## config.mk

```make
export PLATFORM = sky130hd
export DESIGN_NAME = resp_arb
export DESIGN_NICKNAME = d
export VERILOG_FILES = /design/src/rtl/resp_arb_pkg.sv /design/src/rtl/resp_arb_rr_pick.sv /design/src/rtl/resp_arb.sv
export SDC_FILE = /design/constraint.sdc
export NUM_CORES = 1
export LEC_CHECK = 0
export BUFFER_PORTS_ARGS = -buffer_cell sky130_fd_sc_hd__buf_2
export CORE_UTILIZATION = 39
export CTS_BUF_LIST = sky130_fd_sc_hd__clkbuf_4 sky130_fd_sc_hd__clkbuf_8 sky130_fd_sc_hd__clkbuf_16
export DETAILED_ROUTE_END_ITERATION = 10
export GPL_TIMING_DRIVEN = 0
export PLACE_DENSITY = 0.74
export RECOVER_POWER = 25
export SYNTH_ARGS = -nofsm -noshare
export SYNTH_HDL_FRONTEND = slang
export SYNTH_SLANG_ARGS = --single-unit
```

## constraint.sdc

```tcl
create_clock -name clk_rx -period 1.2 [get_ports clk_rx]
set_input_delay 0.3 -clock clk_rx [delete_from_list [all_inputs] [get_ports clk_rx]]
set_output_delay 0.3 -clock clk_rx [all_outputs]
set_load 0.02 [all_outputs]
```

## src/rtl/resp_arb_pkg.sv

```systemverilog
// Shared response definitions: response type codes, arbiter state encodings,
// response string lengths and the latched response payload type.
package resp_arb_pkg;

    // Response type codes as carried on req_type / send_resp_type.
    // Code 2'b10 is reserved and is treated as DATA by resp_gen.
    localparam logic [1:0] RESP_OK   = 2'b00;
    localparam logic [1:0] RESP_ERR  = 2'b01;
    localparam logic [1:0] RESP_RSVD = 2'b10;
    localparam logic [1:0] RESP_DATA = 2'b11;

    // Arbiter state encodings.
    localparam logic [1:0] ST_IDLE = 2'd0;
    localparam logic [1:0] ST_BUSY = 2'd1;
    localparam logic [1:0] ST_HOLD = 2'd2;

    // Character counts of the strings resp_gen emits for each response type.
    localparam int STR_OK_LEN   = 2;   // "OK"
    localparam int STR_ERR_LEN  = 3;   // "ERR"
    localparam int STR_DATA_LEN = 4;   // four hex digits

    // Payload captured from the winning requester at grant time.
    typedef struct packed {
        logic [1:0]  typ;
        logic [15:0] data;
    } resp_t;

    // Bits needed to index n items; never less than 1.
    function automatic int clogb2(input int n);
        int r;
        r = 1;
        for (int i = 1; i < 32; i++) begin
            if ((1 << i) < n) r = i + 1;
        end
        return r;
    endfunction

endpackage

```

## src/rtl/resp_arb_rr_pick.sv

```systemverilog
// Round-robin winner selection: scans the request vector starting at ptr,
// wrapping past the top, and reports the first asserted request.
module rr_pick
    import resp_arb_pkg::*;
#(
    parameter int NUM_REQ = 2,
    parameter int REQ_WID = 1
) (
    input  logic [NUM_REQ-1:0] req,
    input  logic [REQ_WID-1:0] ptr,
    output logic [NUM_REQ-1:0] win_oh,
    output logic [REQ_WID-1:0] win_idx,
    output logic               any
);

    logic [REQ_WID-1:0] sel;

    // First requester at or after ptr (modulo NUM_REQ) wins.
    always_comb begin
        win_oh  = '0;
        win_idx = '0;
        any     = 1'b0;
        sel     = '0;
        for (int k = 0; k < NUM_REQ; k++) begin
            sel = REQ_WID'((int'(ptr) + k) % NUM_REQ);
            if (!any && req[sel]) begin
                any          = 1'b1;
                win_oh[sel]  = 1'b1;
                win_idx      = sel;
            end
        end
    end

endmodule

```

## src/rtl/resp_arb.sv

```systemverilog
// Shares resp_gen between NUM_REQ requesters. A round-robin winner's payload
// is latched and offered to resp_gen until its done pulse, which is routed
// back to that requester only. A one-cycle HOLD after each response makes
// sure resp_gen sees val low before the next request.
module resp_arb
    import resp_arb_pkg::*;
#(
    parameter int NUM_REQ = 2
) (
    input  logic                  clk_rx,
    input  logic                  rst_clk_rx_n,
    input  logic [NUM_REQ-1:0]    req_val,
    input  logic [2*NUM_REQ-1:0]  req_type,
    input  logic [16*NUM_REQ-1:0] req_data,
    output logic [NUM_REQ-1:0]    req_done,
    output logic                  send_resp_val,
    output logic [1:0]            send_resp_type,
    output logic [15:0]           send_resp_data,
    input  logic                  send_resp_done,
    output logic                  arb_busy,
    output logic [NUM_REQ-1:0]    arb_grant
);

    localparam int REQ_WID = clogb2(NUM_REQ);

    logic [1:0]         state;
    logic [REQ_WID-1:0] rr_ptr;
    resp_t              resp_q;
    resp_t              sel_resp;
    logic [NUM_REQ-1:0] pick_oh;
    logic [REQ_WID-1:0] pick_idx;
    logic               pick_any;

    rr_pick #(
        .NUM_REQ (NUM_REQ),
        .REQ_WID (REQ_WID)
    ) u_rr_pick (
        .req     (req_val),
        .ptr     (rr_ptr),
        .win_oh  (pick_oh),
        .win_idx (pick_idx),
        .any     (pick_any)
    );

    // Mux out the payload slice belonging to the current round-robin winner.
    always_comb begin
        sel_resp = '0;
        for (int i = 0; i < NUM_REQ; i++) begin
            if (pick_oh[i]) begin
                sel_resp.typ  = req_type[2*i +: 2];
                sel_resp.data = req_data[16*i +: 16];
            end
        end
    end

    assign send_resp_type = resp_q.typ;
    assign send_resp_data = resp_q.data;
    assign arb_busy       = (state != ST_IDLE);

    // Grant / wait-for-done / one-cycle hold sequencing with payload latch.
    always_ff @(posedge clk_rx or negedge rst_clk_rx_n) begin
        if (!rst_clk_rx_n) begin
            state         <= ST_IDLE;
            rr_ptr        <= '0;
            resp_q        <= '0;
            send_resp_val <= 1'b0;
            req_done      <= '0;
            arb_grant     <= '0;
        end else begin
            case (state)
                ST_IDLE: begin
                    req_done <= '0;
                    if (pick_any) begin
                        resp_q        <= sel_resp;
                        send_resp_val <= 1'b1;
                        arb_grant     <= pick_oh;
                        rr_ptr        <= (pick_idx == REQ_WID'(NUM_REQ - 1)) ? '0 : pick_idx + 1'b1;
                        state         <= ST_BUSY;
                    end
                end
                ST_BUSY: begin
                    if (send_resp_done) begin
                        send_resp_val <= 1'b0;
                        req_done      <= arb_grant;
                        arb_grant     <= '0;
                        state         <= ST_HOLD;
                    end
                end
                ST_HOLD: begin
                    req_done <= '0;
                    state    <= ST_IDLE;
                end
                default: begin
                    send_resp_val <= 1'b0;
                    req_done      <= '0;
                    arb_grant     <= '0;
                    state         <= ST_IDLE;
                end
            endcase
        end
    end

endmodule

```

Yosys cells after proc, flatten, opt, wreduce, memory -nomap -nowiden:

Index checks and enable logic that the tools add are counted.

* logic and storage cells: 59
* bits of input ports: 41
* register bits after elaboration: 57

* bitwise logic cells: 4
* add/sub/neg operators: 2
* mux-type cells: 28
* order comparisons: 4
* equal/unequal tests: 5
* reduce and logical (&&, ||, !) cells: 9

Operator list (number)
* $mux 32: 3
* $ge 32x1->1 const B: 2
* $lt 32x2->1 const B: 2
* $mux 18: 2
* $add 32x1->32 const B: 1
* $add 32x2->32 const B: 1
* $eq 32x1->1 const B: 1
* $mux 2: 8
* $mux 1: 10
* $pmux 2 s3: 1
* $ne 2x2->1 const B: 2
* $pmux 2 s2: 1
* $reduce_and 2->1: 2
* $logic_and 1x1->1: 3
* $pmux 1 s3: 1
* $reduce_and 3->1: 1
* $and 1x1->1: 2
* $demux 1 s1: 2
* $eq 2x1->1 const B: 1
* $eq 2x2->1 const B: 1
* $logic_not 2->1: 1
* $or 2x2->2: 1
* $reduce_bool 2->1: 1
* $logic_not 1->1: 1
* $not 1->1: 1

Longest topological paths before layout:

Gate-level depths: netlist (run 1).

* word-level depth: 10
* gate-level depth with buffers: 5

Modules after synthesis:

A second synthesis (run 1) with hierarchy kept.

* cells, all modules: 353
* area, all modules: 3183.1 µm²

Modules (own cells, without submodules)
* resp_arb: cells an instance 317, area an instance 2916.5 µm², instances 1, seq. area each 1426.4 µm²
* rr_pick: cells an instance 36, area an instance 266.5 µm², instances 1, seq. area each 0.0 µm²

Worst setup path before layout (run 1):

No wires, ideal clock.

* path kind: register to register
* from: reg rr_ptr[0]
* to: reg resp_q (netlist bit send_resp_data[10])
* slack: -0.152 ns
* setup time: 0.126 ns
* stages on the path, launching flop included: 6
* arrival time: 1.226 ns
* cells stage by stage: dfrtp_1 -> nand2b_1 -> and3_1 -> buf_6 -> buf_6 -> a221o_1

* cells in the longest elaborated chain, start to end: 10
* elaborated cells between the ends (all ways): 27
* classes of those cells: add/sub (1); order compare (4); mux (14); bitwise (3); reduce/logical (5)

Ends and longest elaborated chain
* from (decl): line resp_arb.sv:27 `logic [REQ_WID-1:0] rr_ptr;`
* from (signal assigned): line resp_arb.sv:77 `rr_ptr <= (pick_idx == REQ_WID'(NUM_REQ - 1)) ? '0 : pick_idx + 1'b1;`
* $add 32x2->32 / $and 1x1->1 (equally long branches)
* $and 1x1->1 (no line), or another cell as far along
* $ge 32x1->1 (implied by the code), or another cell as far along: line resp_arb_rr_pick.sv:28 `win_oh[sel] = 1'b1;`
* $logic_and 1x1->1 (implied by the code) / $mux 1 (equally long branches): line resp_arb_rr_pick.sv:28
* $mux 1 (implied by the code) / $demux 1 s1 (equally long branches)
* $demux 1 s1 / $mux 2 (equally long branches)
* $or 2x2->2 (no line)
* $mux 2: line resp_arb_rr_pick.sv:26 `if (!any && req[sel]) begin`
* $mux 18 (2 in a row): line resp_arb.sv:49 `if (pick_oh[i]) begin`
* to (signal assigned): line resp_arb.sv:74 `resp_q <= sel_resp;`
* to (decl): line resp_arb.sv:28 `resp_t resp_q;`

Several ways; a longest one is shown, not always the timed one. The select of a mux whose other input is x is not followed.
A chain may end at the register's enable or synchronous reset.

Final worst setup path (run 1):

* from: reg state[0]
* to: out arb_busy

* cells in the longest elaborated chain, start to end: 1

Ends and longest elaborated chain
* from (decl): line resp_arb.sv:26 `logic [1:0] state;`
* from (signal assigned): line resp_arb.sv:63 `state <= ST_IDLE;`
* from (signal assigned): line resp_arb.sv:78 `state <= ST_BUSY;`
* from (signal assigned): line resp_arb.sv:86 `state <= ST_HOLD;`
* $reduce_bool 2->1: line resp_arb.sv:58 `assign arb_busy = (state != ST_IDLE);`
* to (decl): line resp_arb.sv:20 `output logic arb_busy,`

No other way between the ends.

==> results of run 1 <==
## how the worst min path moves through the flow
stage                  from            endpoint  slack, ns  cells after the start
2_1_floorplan  rst_clk_rx_n        arb_grant[0]      0.004                      0
3_3_place_gp   rst_clk_rx_n   send_resp_type[1]       0.33                      1
3_5_place_dp   rst_clk_rx_n   send_resp_data[0]       0.34                      1
4_1_cts        req_data[30]  send_resp_data[14]       0.19                      2
5_1_grt        req_data[31]  send_resp_data[15]       0.18                      2
6_report       req_data[31]  send_resp_data[15]       0.20                      2
## cells in the mapped netlist
cell / count / area share
sky130_fd_sc_hd__o21ai_0: 1 / 0.0042
sky130_fd_sc_hd__dfrtp_1: 27 / 0.57
sky130_fd_sc_hd__and2_1: 2 / 0.011
sky130_fd_sc_hd__nor2b_1: 1 / 0.0053
sky130_fd_sc_hd__o21ai_1: 1 / 0.0042
sky130_fd_sc_hd__nor3_1: 1 / 0.0042
sky130_fd_sc_hd__nor2_1: 4 / 0.013
sky130_fd_sc_hd__buf_6: 3 / 0.028
sky130_fd_sc_hd__a31o_1: 2 / 0.015
sky130_fd_sc_hd__a21o_1: 1 / 0.0063
sky130_fd_sc_hd__a211oi_1: 1 / 0.0063
sky130_fd_sc_hd__inv_1: 3 / 0.0095
sky130_fd_sc_hd__nand2b_1: 2 / 0.011
sky130_fd_sc_hd__mux2_2: 1 / 0.0095
sky130_fd_sc_hd__a221o_1: 17 / 0.14
sky130_fd_sc_hd__and3_1: 18 / 0.095
sky130_fd_sc_hd__nor2_2: 1 / 0.0053
sky130_fd_sc_hd__a2bb2oi_1: 1 / 0.0074
sky130_fd_sc_hd__mux2i_1: 2 / 0.017
sky130_fd_sc_hd__a21boi_2: 1 / 0.0095
sky130_fd_sc_hd__buf_2: 4 / 0.017
sky130_fd_sc_hd__o22ai_1: 1 / 0.0053
sky130_fd_sc_hd__a32o_1: 1 / 0.0084
## registers in the layout (all words and copies together) (netlist names)
| signal | flops |
|---|---|
| send_resp_val | 1 |
| req_done | 2 |
| send_resp_data | 16 |
| state | 2 |
| send_resp_type | 2 |
| rr_ptr | 2 |
| arb_grant | 2 |
## timing repair
action | CTS | global route
cloned | 4 | 0
endpoints found under the setup margin | 27 | 46
hold endpoints to repair | 27 | 0
hold buffers | 1 | 0
resized for setup | 23 | 43
pin swaps | 2 | 2
setup buffers | 12 | 11
## per-layer routing
metal,vias up,global-route usage,wire length (um)
met5,-,0,0
met3,0,0.0363,216
li1,562,-,-
met1,568,0.290,1550
met2,54,0.365,1720
met4,0,0.0314,0
## placed cells by master, fill, tap and decap left out
master	instances
sky130_fd_sc_hd__a211oi_1	1
sky130_fd_sc_hd__a21boi_4	1
sky130_fd_sc_hd__a21o_1	1
sky130_fd_sc_hd__a221o_1	17
sky130_fd_sc_hd__a2bb2oi_1	1
sky130_fd_sc_hd__a31o_1	2
sky130_fd_sc_hd__a32o_1	1
sky130_fd_sc_hd__and2_1	1
sky130_fd_sc_hd__and2_4	1
sky130_fd_sc_hd__and3_1	17
sky130_fd_sc_hd__and3_2	1
sky130_fd_sc_hd__and3_4	1
sky130_fd_sc_hd__buf_2	40
sky130_fd_sc_hd__buf_4	20
sky130_fd_sc_hd__buf_6	33
sky130_fd_sc_hd__buf_8	1
sky130_fd_sc_hd__clkbuf_2	1
sky130_fd_sc_hd__clkbuf_4	4
sky130_fd_sc_hd__dfrtp_1	26
sky130_fd_sc_hd__dfrtp_2	1
sky130_fd_sc_hd__dlygate4sd3_1	1
sky130_fd_sc_hd__inv_1	2
sky130_fd_sc_hd__inv_2	1
sky130_fd_sc_hd__mux2_2	1
sky130_fd_sc_hd__mux2i_1	2
sky130_fd_sc_hd__nand2b_1	1
sky130_fd_sc_hd__nand2b_4	1
sky130_fd_sc_hd__nor2_1	4
sky130_fd_sc_hd__nor2_4	1
sky130_fd_sc_hd__nor2b_2	1
sky130_fd_sc_hd__nor3_1	1
sky130_fd_sc_hd__o21ai_0	1
sky130_fd_sc_hd__o21ai_4	1
sky130_fd_sc_hd__o22ai_1	1
## cell families after synthesis
| group | after synthesis |
|---|---|
| simple gates | 29 |
| compound gates | 27 |
| flops | 27 |
| buf+inv | 10 |
| mux | 3 |
## layout make-up
class / instances / share of cell area
repair buffers: 90 / 0.339
flip-flops and latches: 27 / 0.337
multi-input cells: 60 / 0.249
plain buffers: 6 / 0.0355
well taps: 31 / 0.0193
clock buffers: 4 / 0.0150
inverters: 3 / 0.00561
## metrics by stage
step	setup TNS [ns]	total power, mW	area (um^2)	utilization
2_1_floorplan	-1.94	2.74	1220	-
3_3_place_gp	-4.45	3.33	1580	0.557
3_5_place_dp	-5.19	3.38	1580	0.557
4_1_cts	-3.29	4.21	1800	0.636
5_1_grt	-4.82	5.16	2010	0.710
6_report	-3.64	4.91	2010	0.710
## critical path, delay by kind of cell (launching register included)
family,cells,cell delay (ns)
AND/OR/NAND/NOR,1,0.12
buffers and inverters,4,0.34
flip-flops,1,0.45
## power groups by stage
| stage | sequential (mW) | combinational (mW) | clock [mW] |
|---|---|---|---|
| 6_report | 1.61 | 2.87 | 0.416 |
| 5_1_grt | 1.65 | 3.04 | 0.468 |
| 4_1_cts | 1.54 | 2.25 | 0.424 |
| 3_5_place_dp | 1.56 | 1.82 | 0 |
| 3_3_place_gp | 1.54 | 1.79 | 0 |
| 2_1_floorplan | 2.01 | 0.738 | 0 |
==> flow_metrics.py, run 1 <==
metrics = {
    "power": {
        "comb_power_share": 0.586,
        "irDropWorstVdd_mv": 1.17,
        "leakage_nw": 1.09,
        "power_per_unit_of_standard_cell_area_mw_per_mm2": 2440,
        "switching_share": 0.364,
        "sequentialPowerShare": 0.329,
        "pwr-share-clk": 0.085,
        "cellInternalPower_mw": 3.12,
        "power.net_switching_mw": 1.79,
    },
    "job": {
        "max_cap_violations": 0,
    },
    "worst_setup_path": {
        "worst_setup_path_start_kind": "register",
        "kind_of_critical_path": "register to primary output",
        "crit_required_ns": 0.90,
        "reg2reg_from": "state[0]",
        "timing.critical_path.fanout_max": 2,
        "worstPathCellList": "nor2_4 -> buf_6 -> buf_6 -> inv_2 -> buf_6",
        "reg2reg_depth": 5,
        "most_numerous_cell_on_the_critical_path": "sky130_fd_sc_hd__buf_6",
        "arrival_ns": 1.23,
        "worst_setup_path_end_kind": "primary output",
        "worstSetupEndpoint": "arb_busy",
        "worst_path_largest_cell_delay_ns": 0.45,
        "worst-r2r-setup-slack_ns": -0.19,
        "worstSetupStartpoint": "state[0]",
        "critical_path.slowest_cell": "sky130_fd_sc_hd__dfrtp_2",
        "r2r_end": "send_resp_data[10]",
    },
    "clocking": {
        "clockBufferDepth": 2,
        "cts_htree_levels": 1,
        "clkSlewWorstSetupHoldPaths_ns": 0.14,
        "tritoncts.num_buffers": 3,
        "clock_sinks": 27,
        "worst_skew_pair.late_latency_ns": 0.32,
        "clockRootBuffer": "sky130_fd_sc_hd__clkbuf_4",
        "cts_tree": "yes",
    },
    "timing": {
        "max_slew_margin": 0.567,
        "timing.fmax_ghz": 0.654,
        "rsz0062_at_grt": "true",
        "hold_violations": 0,
        "tightest_slew_ns": 0.650,
        "setup-violations-final": 23,
        "final.period_utilization": 1.27,
        "finalMaxSlewViolations": 0,
        "fin_worst_skew_ns": 0.00487,
        "worst_hold_slack_ns": 0.198,
        "layout_setup_ws_ns": -0.328,
        "period_minus_slack_ns": 1.53,
    },
    "synthesis": {
        "yosys.area_share.xor_xnor": 0,
        "synth_simple_gate_area_frac": 0.143,
        "ys_seq_area_frac": 0.567,
        "fraction_of_the_mapped_netlist_area_in_compound_gates": 0.209,
        "postSynthAreaPerCell_um2": 12.4,
        "netlist_area_mm2": 0.00119,
        "synthesis.nets": 137,
        "synth_top_family_by_area": "compound AO/OA/AOI/OAI gates",
        "synthesis.instances": 96,
        "synth_fa_ha_area_frac": 0,
        "synth.ff_latch_count": 27,
        "synth.distinct_cells": 23,
        "yosys_warnings": 0,
        "muxShareOfSynthArea": 0.0263,
    },
    "placement": {
        "finalWeightedCongestion": 0.722,
        "port_buffers": 64,
        "dp_hpwl_um": 2090,
        "pre_cts_ws_ns": -0.298,
        "place.detailed.instances": 191,
    },
    "die": {
        "row_count": 19,
        "die_outline_height_um": 57.3,
        "ioPinCount": 65,
        "placeableCoreArea_mm2": 0.00283,
        "fp.dieArea_mm2": 0.00328,
        "floorplan.initialDensity": 0.421,
        "die_width_um": 57.3,
    },
    "grt": {
        "grt_start_max_net_pins": 28,
        "gr-total-overflow": 0,
        "grt_antenna_before_repair": 0,
        "grt_first_pass_wirelength_um": 5420,
        "global_route.usage.total": 0.212,
        "first_global_vias": 1171,
    },
    "detailed_routing": {
        "remaining_drc_errors": 7,
        "vias_per_cell": 5.36,
        "detail-route-antenna-nets": 0,
        "routed_wirelength_um": 3490,
        "drt_pre_antenna_iters": 7,
        "vias": 1184,
        "detail_route.wl_per_cell_um": 15.8,
        "drt-initial-drc-count": 81,
    },
    "cells_and_area": {
        "number_of_nets_in_the_final_layout": 232,
        "layout.cells.non_filler": 221,
        "fraction_of_final_layout_cells_with_drive_strength_greater_than_1": 0.579,
        "multiInputGateArea_um2": 499,
        "layout.area.seq_um2": 677,
        "n_antenna_cell": 0,
        "synthToLayoutAreaGrowth_pct": 68.6,
        "layout.filler_cells": 215,
    },
    "run_status": {
        "run_status": "finished with violations",
        "failed_checks": "design-rule violations, negative setup slack",
    },
    "hold_path": {
        "worst_hold_path_type": "primary input to register",
    },
}
Power figures use the tool's default switching activity.
==> run 2, diff against run 1 <==
--- a/config.mk
+++ b/config.mk
@@ -15,3 +15,4 @@
 export SYNTH_ARGS = -nofsm -noshare
 export SYNTH_HDL_FRONTEND = slang
 export SYNTH_SLANG_ARGS = --single-unit
+export TNS_END_PERCENT = 5
==> constraint.sdc (replaced) <==
create_clock -name clk_rx -period 1.4 [get_ports clk_rx]
set_input_delay 0.35 -clock clk_rx [delete_from_list [all_inputs] [get_ports clk_rx]]
set_output_delay 0.35 -clock clk_rx [all_outputs]
set_load 0.02 [all_outputs]
==> flow_metrics.py, run 2 (synthesized netlist as in run 1, its figures left out) <==
metrics = {
    "detailed_routing": {
        "vias_per_cell": 5.41,
        "detail_route.wl_per_cell_um": 14.9,
        "drt-initial-drc-count": 67,
        "remaining_drc_errors": 7,
        "vias": 1072,
        "drt_pre_antenna_iters": 7,
        "detail-route-antenna-nets": 0,
        "routed_wirelength_um": 2940,
    },
    "worst_setup_path": {
        "worst_path_dominant_cell_family": "flip-flops",
        "arrival_ns": 1.14,
        "timing.critical_path.fanout_max": 3,
        "worst_setup_path_end_kind": "primary output",
        "critical_path.slowest_cell": "sky130_fd_sc_hd__dfrtp_1",
        "kind_of_critical_path": "register to primary output",
        "worst_path_largest_cell_delay_ns": 0.43,
        "worst_setup_path_start_kind": "register",
        "worstPathBufferInverterCount": 3,
        "crit_required_ns": 1.05,
        "worstPathCellList": "nor2_4 -> buf_6 -> inv_2 -> buf_6",
        "most_numerous_cell_on_the_critical_path": "sky130_fd_sc_hd__buf_6",
    },
    "clocking": {
        "worst_skew_pair.late_latency_ns": 0.32,
        "tritoncts.num_buffers": 3,
        "clockRootBuffer": "sky130_fd_sc_hd__clkbuf_4",
        "cts_tree": "yes",
        "post_cts_hold_buffer_count": 0,
        "clock_sinks": 27,
        "clkSlewWorstSetupHoldPaths_ns": 0.14,
        "clockBufferDepth": 2,
        "cts_htree_levels": 1,
    },
    "grt": {
        "grt_first_pass_wirelength_um": 4860,
        "grt_antenna_before_repair": 0,
        "global_route.usage.total": 0.191,
        "first_global_vias": 1064,
        "grt_start_max_net_pins": 28,
        "gr-total-overflow": 0,
    },
    "cells_and_area": {
        "most_common_cell_after_layout_fill_and_taps_aside": "sky130_fd_sc_hd__buf_2",
        "number_of_nets_in_the_final_layout": 209,
        "largest_register_ffs": 16,
        "fraction_of_final_layout_cells_with_drive_strength_greater_than_1": 0.503,
        "layout.filler_cells": 270,
        "layout.area.seq_um2": 677,
        "multiInputGateArea_um2": 470,
        "synthToLayoutAreaGrowth_pct": 37.6,
        "final_core_utilization": 0.579,
        "n_antenna_cell": 0,
        "commonest_non_fill_non_tap_cells_in_the_layout": "sky130_fd_sc_hd__buf_2 (63), sky130_fd_sc_hd__dfrtp_1 (26), sky130_fd_sc_hd__and3_1 (18), sky130_fd_sc_hd__a221o_1 (17), sky130_fd_sc_hd__buf_4 (5)",
    },
    "timing": {
        "finalMaxSlewViolations": 0,
        "layout_setup_ws_ns": -0.0869,
        "fin_worst_skew_ns": 0.00718,
        "max_slew_margin": 0.539,
        "rsz0062_at_grt": "true",
        "period_minus_slack_ns": 1.49,
        "setup-violations-final": 10,
        "final.period_utilization": 1.06,
        "timing.fmax_ghz": 0.673,
        "hold_violations": 0,
        "tightest_slew_ns": 0.692,
    },
    "run_status": {
        "run_status": "finished with violations",
        "failed_checks": "design-rule violations, negative setup slack",
    },
    "die": {
        "row_count": 19,
        "placeableCoreArea_mm2": 0.00283,
        "ioPinCount": 65,
        "die_outline_height_um": 57.3,
        "die_width_um": 57.3,
        "fp.dieArea_mm2": 0.00328,
        "floorplan.initialDensity": 0.421,
    },
    "power": {
        "total_power_mw": 3.27,
        "irDropWorstVdd_mv": 0.992,
        "leakage_nw": 0.926,
        "power_per_unit_of_standard_cell_area_mw_per_mm2": 1990,
    },
    "hold_path": {
        "worst_hold_path_type": "primary input to asynchronous set/reset pin",
    },
    "job": {
        "max_cap_violations": 0,
    },
    "placement": {
        "dp_hpwl_um": 2060,
        "finalWeightedCongestion": 0.741,
        "port_buffers": 64,
    },
}
==> run 2: final timing paths <==
| check | start | endpoint | slack [ns] | depth (start not counted) |
|---|---|---|---|---|
| setup / recovery | state[1] | arb_busy | -0.09 | 4 |
| hold / removal | rst_clk_rx_n | rr_ptr[25] | 0.05 | 1 |
| setup reg to reg | rr_ptr[0] | send_resp_data[6] | -0.05 | 5 |
| hold reg to reg | rr_ptr[25] | rr_ptr[25] | 0.52 | 1 |
| max in group asynchronous | rst_clk_rx_n | state[0] | 0.88 | 1 |
| min in group clk_rx | req_data[25] | send_resp_data[9] | 0.25 | 2 |
==> run 2: power by group <==
part	leakage, nW	total, mW	switching [mW]	internal, mW
clock network	0.0177	0.331	0.224	0.107
registers	0.337	1.32	0.202	1.12
logic	0.571	1.62	0.898	0.719
total	0.926	3.27	1.32	1.94
==> run 2: layer usage <==
layer / vias up / share of wire / GRT usage
met5: - / 0 / 0
met2: 49 / 0.48 / 0.341
met1: 509 / 0.44 / 0.241
li1: 514 / - / -
met3: 0 / 0.073 / 0.0431
met4: 0 / 0 / 0.0314
==> run 2: worst register-to-register path: cells and delay by family, from the launching register on <==
kind / cells / cell delay, ns
AO/OA/AOI/OAI: 1 / 0.29
buffers and inverters: 2 / 0.28
flip-flops: 1 / 0.45
AND/OR/NAND/NOR: 2 / 0.34
==> run 2: final cells by class <==
class	count	share of cell area
buffer	6	0.0351
clock buffer	3	0.0137
clock inverter	1	0.00305
inverter	3	0.00687
multi-input combinational	59	0.287
sequential	27	0.413
tap	31	0.0237
timing repair buffer	68	0.218
==> run 2: what timing repair did <==
action / CTS / global route
gates resized for setup: 8 / 2
setup buffers: 3 / 1
pin swaps: 1 / 1
endpoints found under the setup margin: 17 / 20
==> run 2: through the flow <==
| stage | setup WS (ns) | std cells | setup TNS [ns] | hold slack (ns) | area (um^2) |
|---|---|---|---|---|---|
| after detailed placement | -0.0914 | 191 | -1.32 | 0.397 | 1550 |
| final | -0.0869 | 198 | -0.477 | 0.0459 | 1640 |
| after CTS | -0.110 | 197 | -0.365 | 0.0277 | 1620 |
| after global placement | -0.0659 | 191 | -0.888 | 0.380 | 1550 |
| after global routing | -0.150 | 198 | -1.22 | 0.0703 | 1640 |
| after floorplan | 0.0477 | 96 | 0 | 0.0544 | 1190 |
==> run 3, diff against run 2 <==
--- a/config.mk
+++ b/config.mk
@@ -6,11 +6,15 @@
 export NUM_CORES = 1
 export LEC_CHECK = 0
 export BUFFER_PORTS_ARGS = -buffer_cell sky130_fd_sc_hd__buf_2
-export CORE_UTILIZATION = 39
+export CELL_PAD_IN_SITES_DETAIL_PLACEMENT = 1
+export CELL_PAD_IN_SITES_GLOBAL_PLACEMENT = 1
+export CORE_ASPECT_RATIO = 0.6
+export CORE_UTILIZATION = 29
 export CTS_BUF_LIST = sky130_fd_sc_hd__clkbuf_4 sky130_fd_sc_hd__clkbuf_8 sky130_fd_sc_hd__clkbuf_16
+export CTS_CLUSTER_SIZE = 25
 export DETAILED_ROUTE_END_ITERATION = 10
 export GPL_TIMING_DRIVEN = 0
-export PLACE_DENSITY = 0.74
+export PLACE_DENSITY_LB_ADDON = 0.1
 export RECOVER_POWER = 25
 export SYNTH_ARGS = -nofsm -noshare
 export SYNTH_HDL_FRONTEND = slang
==> flow_metrics.py, run 3 (synthesized netlist as in run 1, its figures left out) <==
metrics = {
    "placement": {
        "post_dp_cell_area_mm2": 0.00157,
        "pre_cts_ws_ns": -0.130,
        "finalWeightedCongestion": 0.670,
        "place.detailed.instances": 207,
        "dp_hpwl_um": 2570,
        "port_buffers": 64,
    },
    "worst_setup_path": {
        "worst_setup_path_start_kind": "register",
        "crit_required_ns": 1.05,
        "arrival_ns": 1.12,
        "kind_of_critical_path": "register to primary output",
        "timing.critical_path.fanout_max": 3,
        "worst_setup_path_end_kind": "primary output",
    },
    "hold_path": {
        "worst_hold_path_type": "primary input to asynchronous set/reset pin",
    },
    "timing": {
        "rsz0062_at_grt": "true",
        "fin_worst_skew_ns": 0.00247,
        "finalMaxSlewViolations": 0,
        "final.period_utilization": 1.05,
        "worst_hold_slack_ns": 0.100,
        "timing.fmax_ghz": 0.683,
        "period_minus_slack_ns": 1.47,
        "tightest_slew_ns": 0.683,
        "setup-violations-final": 14,
        "layout_setup_ws_ns": -0.0651,
        "max_slew_margin": 0.545,
        "hold_violations": 0,
    },
    "run_status": {
        "failed_checks": "negative setup slack",
        "run_status": "finished with violations",
    },
    "cells_and_area": {
        "n_antenna_cell": 0,
        "fin_area_mm2": 0.00168,
        "most_common_cell_after_layout_fill_and_taps_aside": "sky130_fd_sc_hd__buf_2",
        "final_core_utilization": 0.441,
        "fraction_of_final_layout_cells_with_drive_strength_greater_than_1": 0.503,
        "number_of_nets_in_the_final_layout": 209,
        "synthToLayoutAreaGrowth_pct": 40.9,
        "commonest_non_fill_non_tap_cells_in_the_layout": "sky130_fd_sc_hd__buf_2 (64), sky130_fd_sc_hd__dfrtp_1 (26), sky130_fd_sc_hd__and3_1 (18), sky130_fd_sc_hd__a221o_1 (17), sky130_fd_sc_hd__buf_4 (5)",
        "largest_register_ffs": 16,
        "layout.cells.non_filler": 214,
    },
    "die": {
        "placeableCoreArea_mm2": 0.00381,
        "die_width_um": 84.7,
        "row_count": 17,
        "die_outline_height_um": 51.6,
        "ioPinCount": 65,
        "floorplan.initialDensity": 0.313,
        "fp.dieArea_mm2": 0.00438,
    },
    "detailed_routing": {
        "detail_route.wl_per_cell_um": 17.0,
        "remaining_drc_errors": 0,
        "detail-route-antenna-nets": 0,
        "routed_wirelength_um": 3640,
        "vias_per_cell": 5.17,
        "drt-initial-drc-count": 28,
        "vias": 1106,
        "drt_pre_antenna_iters": 6,
    },
    "clocking": {
        "clockBufferDepth": 2,
        "clock_sinks": 27,
        "cts_htree_levels": 1,
        "cts_tree": "yes",
        "post_cts_hold_buffer_count": 0,
        "clkSlewWorstSetupHoldPaths_ns": 0.09,
        "clockRootBuffer": "sky130_fd_sc_hd__clkbuf_8",
        "tritoncts.num_buffers": 3,
        "worst_skew_pair.late_latency_ns": 0.27,
    },
    "power": {
        "cellInternalPower_mw": 2.07,
        "power_per_unit_of_standard_cell_area_mw_per_mm2": 2060,
        "leakage_nw": 0.934,
        "pwr-share-clk": 0.134,
        "switching_share": 0.402,
        "power.net_switching_mw": 1.39,
        "sequentialPowerShare": 0.390,
        "comb_power_share": 0.476,
        "irDropWorstVdd_mv": 0.728,
    },
    "grt": {
        "global_route.usage.total": 0.180,
        "grt_first_pass_wirelength_um": 5960,
        "gr-total-overflow": 0,
        "grt_antenna_before_repair": 0,
        "first_global_vias": 1164,
        "grt_start_max_net_pins": 28,
    },
    "job": {
        "max_cap_violations": 0,
    },
}
run 3: power groups by stage:
stage	combinational, mW	sequential [mW]	clock (mW)
2_1_floorplan	0.590	1.72	0
3_3_place_gp	1.51	1.34	0
3_5_place_dp	1.54	1.35	0
4_1_cts	1.66	1.34	0.481
5_1_grt	1.77	1.39	0.518
6_report	1.65	1.35	0.462
run 3: layout make-up:
type                            count  area (um^2)
Sequential cell                    27          677
Fill cell                         443         2130
Tap cell                           47         58.8
Clock buffer                        4         48.8
Timing Repair Buffer               68          357
Inverter                            3         11.3
Buffer                              6         55.1
Multi-Input combinational cell     59          470
run 3: per-layer routing:
layer  routed length (um)  up-vias  track usage
li1                     -      514            -
met1                 1740      554        0.237
met2                 1680       33        0.294
met3                  180        5       0.0444
met4                   40        0       0.0565
met5                    0        -            0
run 3: path summary, 6_finish.rpt:
check / start / to / slack, ns / cells past startpoint
setup reg to reg: rr_ptr[0] / send_resp_data[10] / -0.07 / 5
min in group clk_rx: req_data[16] / send_resp_data[0] / 0.31 / 2
hold / removal: rst_clk_rx_n / send_resp_data[13] / 0.10 / 1
setup / recovery: state[1] / arb_busy / -0.07 / 4
hold reg to reg: send_resp_data[15] / send_resp_data[15] / 0.52 / 1
max in group asynchronous: rst_clk_rx_n / state[0] / 0.82 / 1
run 3: repair_timing:
| item | CTS | global route |
|---|---|---|
| resized for setup | 8 | 1 |
| setup buffers | 4 | 0 |
| setup endpoints to repair | 19 | 20 |
| pin swaps | 1 | 1 |
run 3: stage by stage:
step | setup TNS (ns) | power, mW
finish | -0.563 | 3.45
global placement | -1.44 | 2.85
floorplan | 0 | 2.31
global route | -1.35 | 3.68
detailed placement | -1.88 | 2.90
CTS | -0.355 | 3.47
run 3: worst max-delay path, stage by stage (launching register included):
cell                      delay (ns)
sky130_fd_sc_hd__dfrtp_1        0.43
sky130_fd_sc_hd__nor2_4         0.15
sky130_fd_sc_hd__buf_6          0.12
sky130_fd_sc_hd__inv_2          0.03
sky130_fd_sc_hd__buf_6          0.12
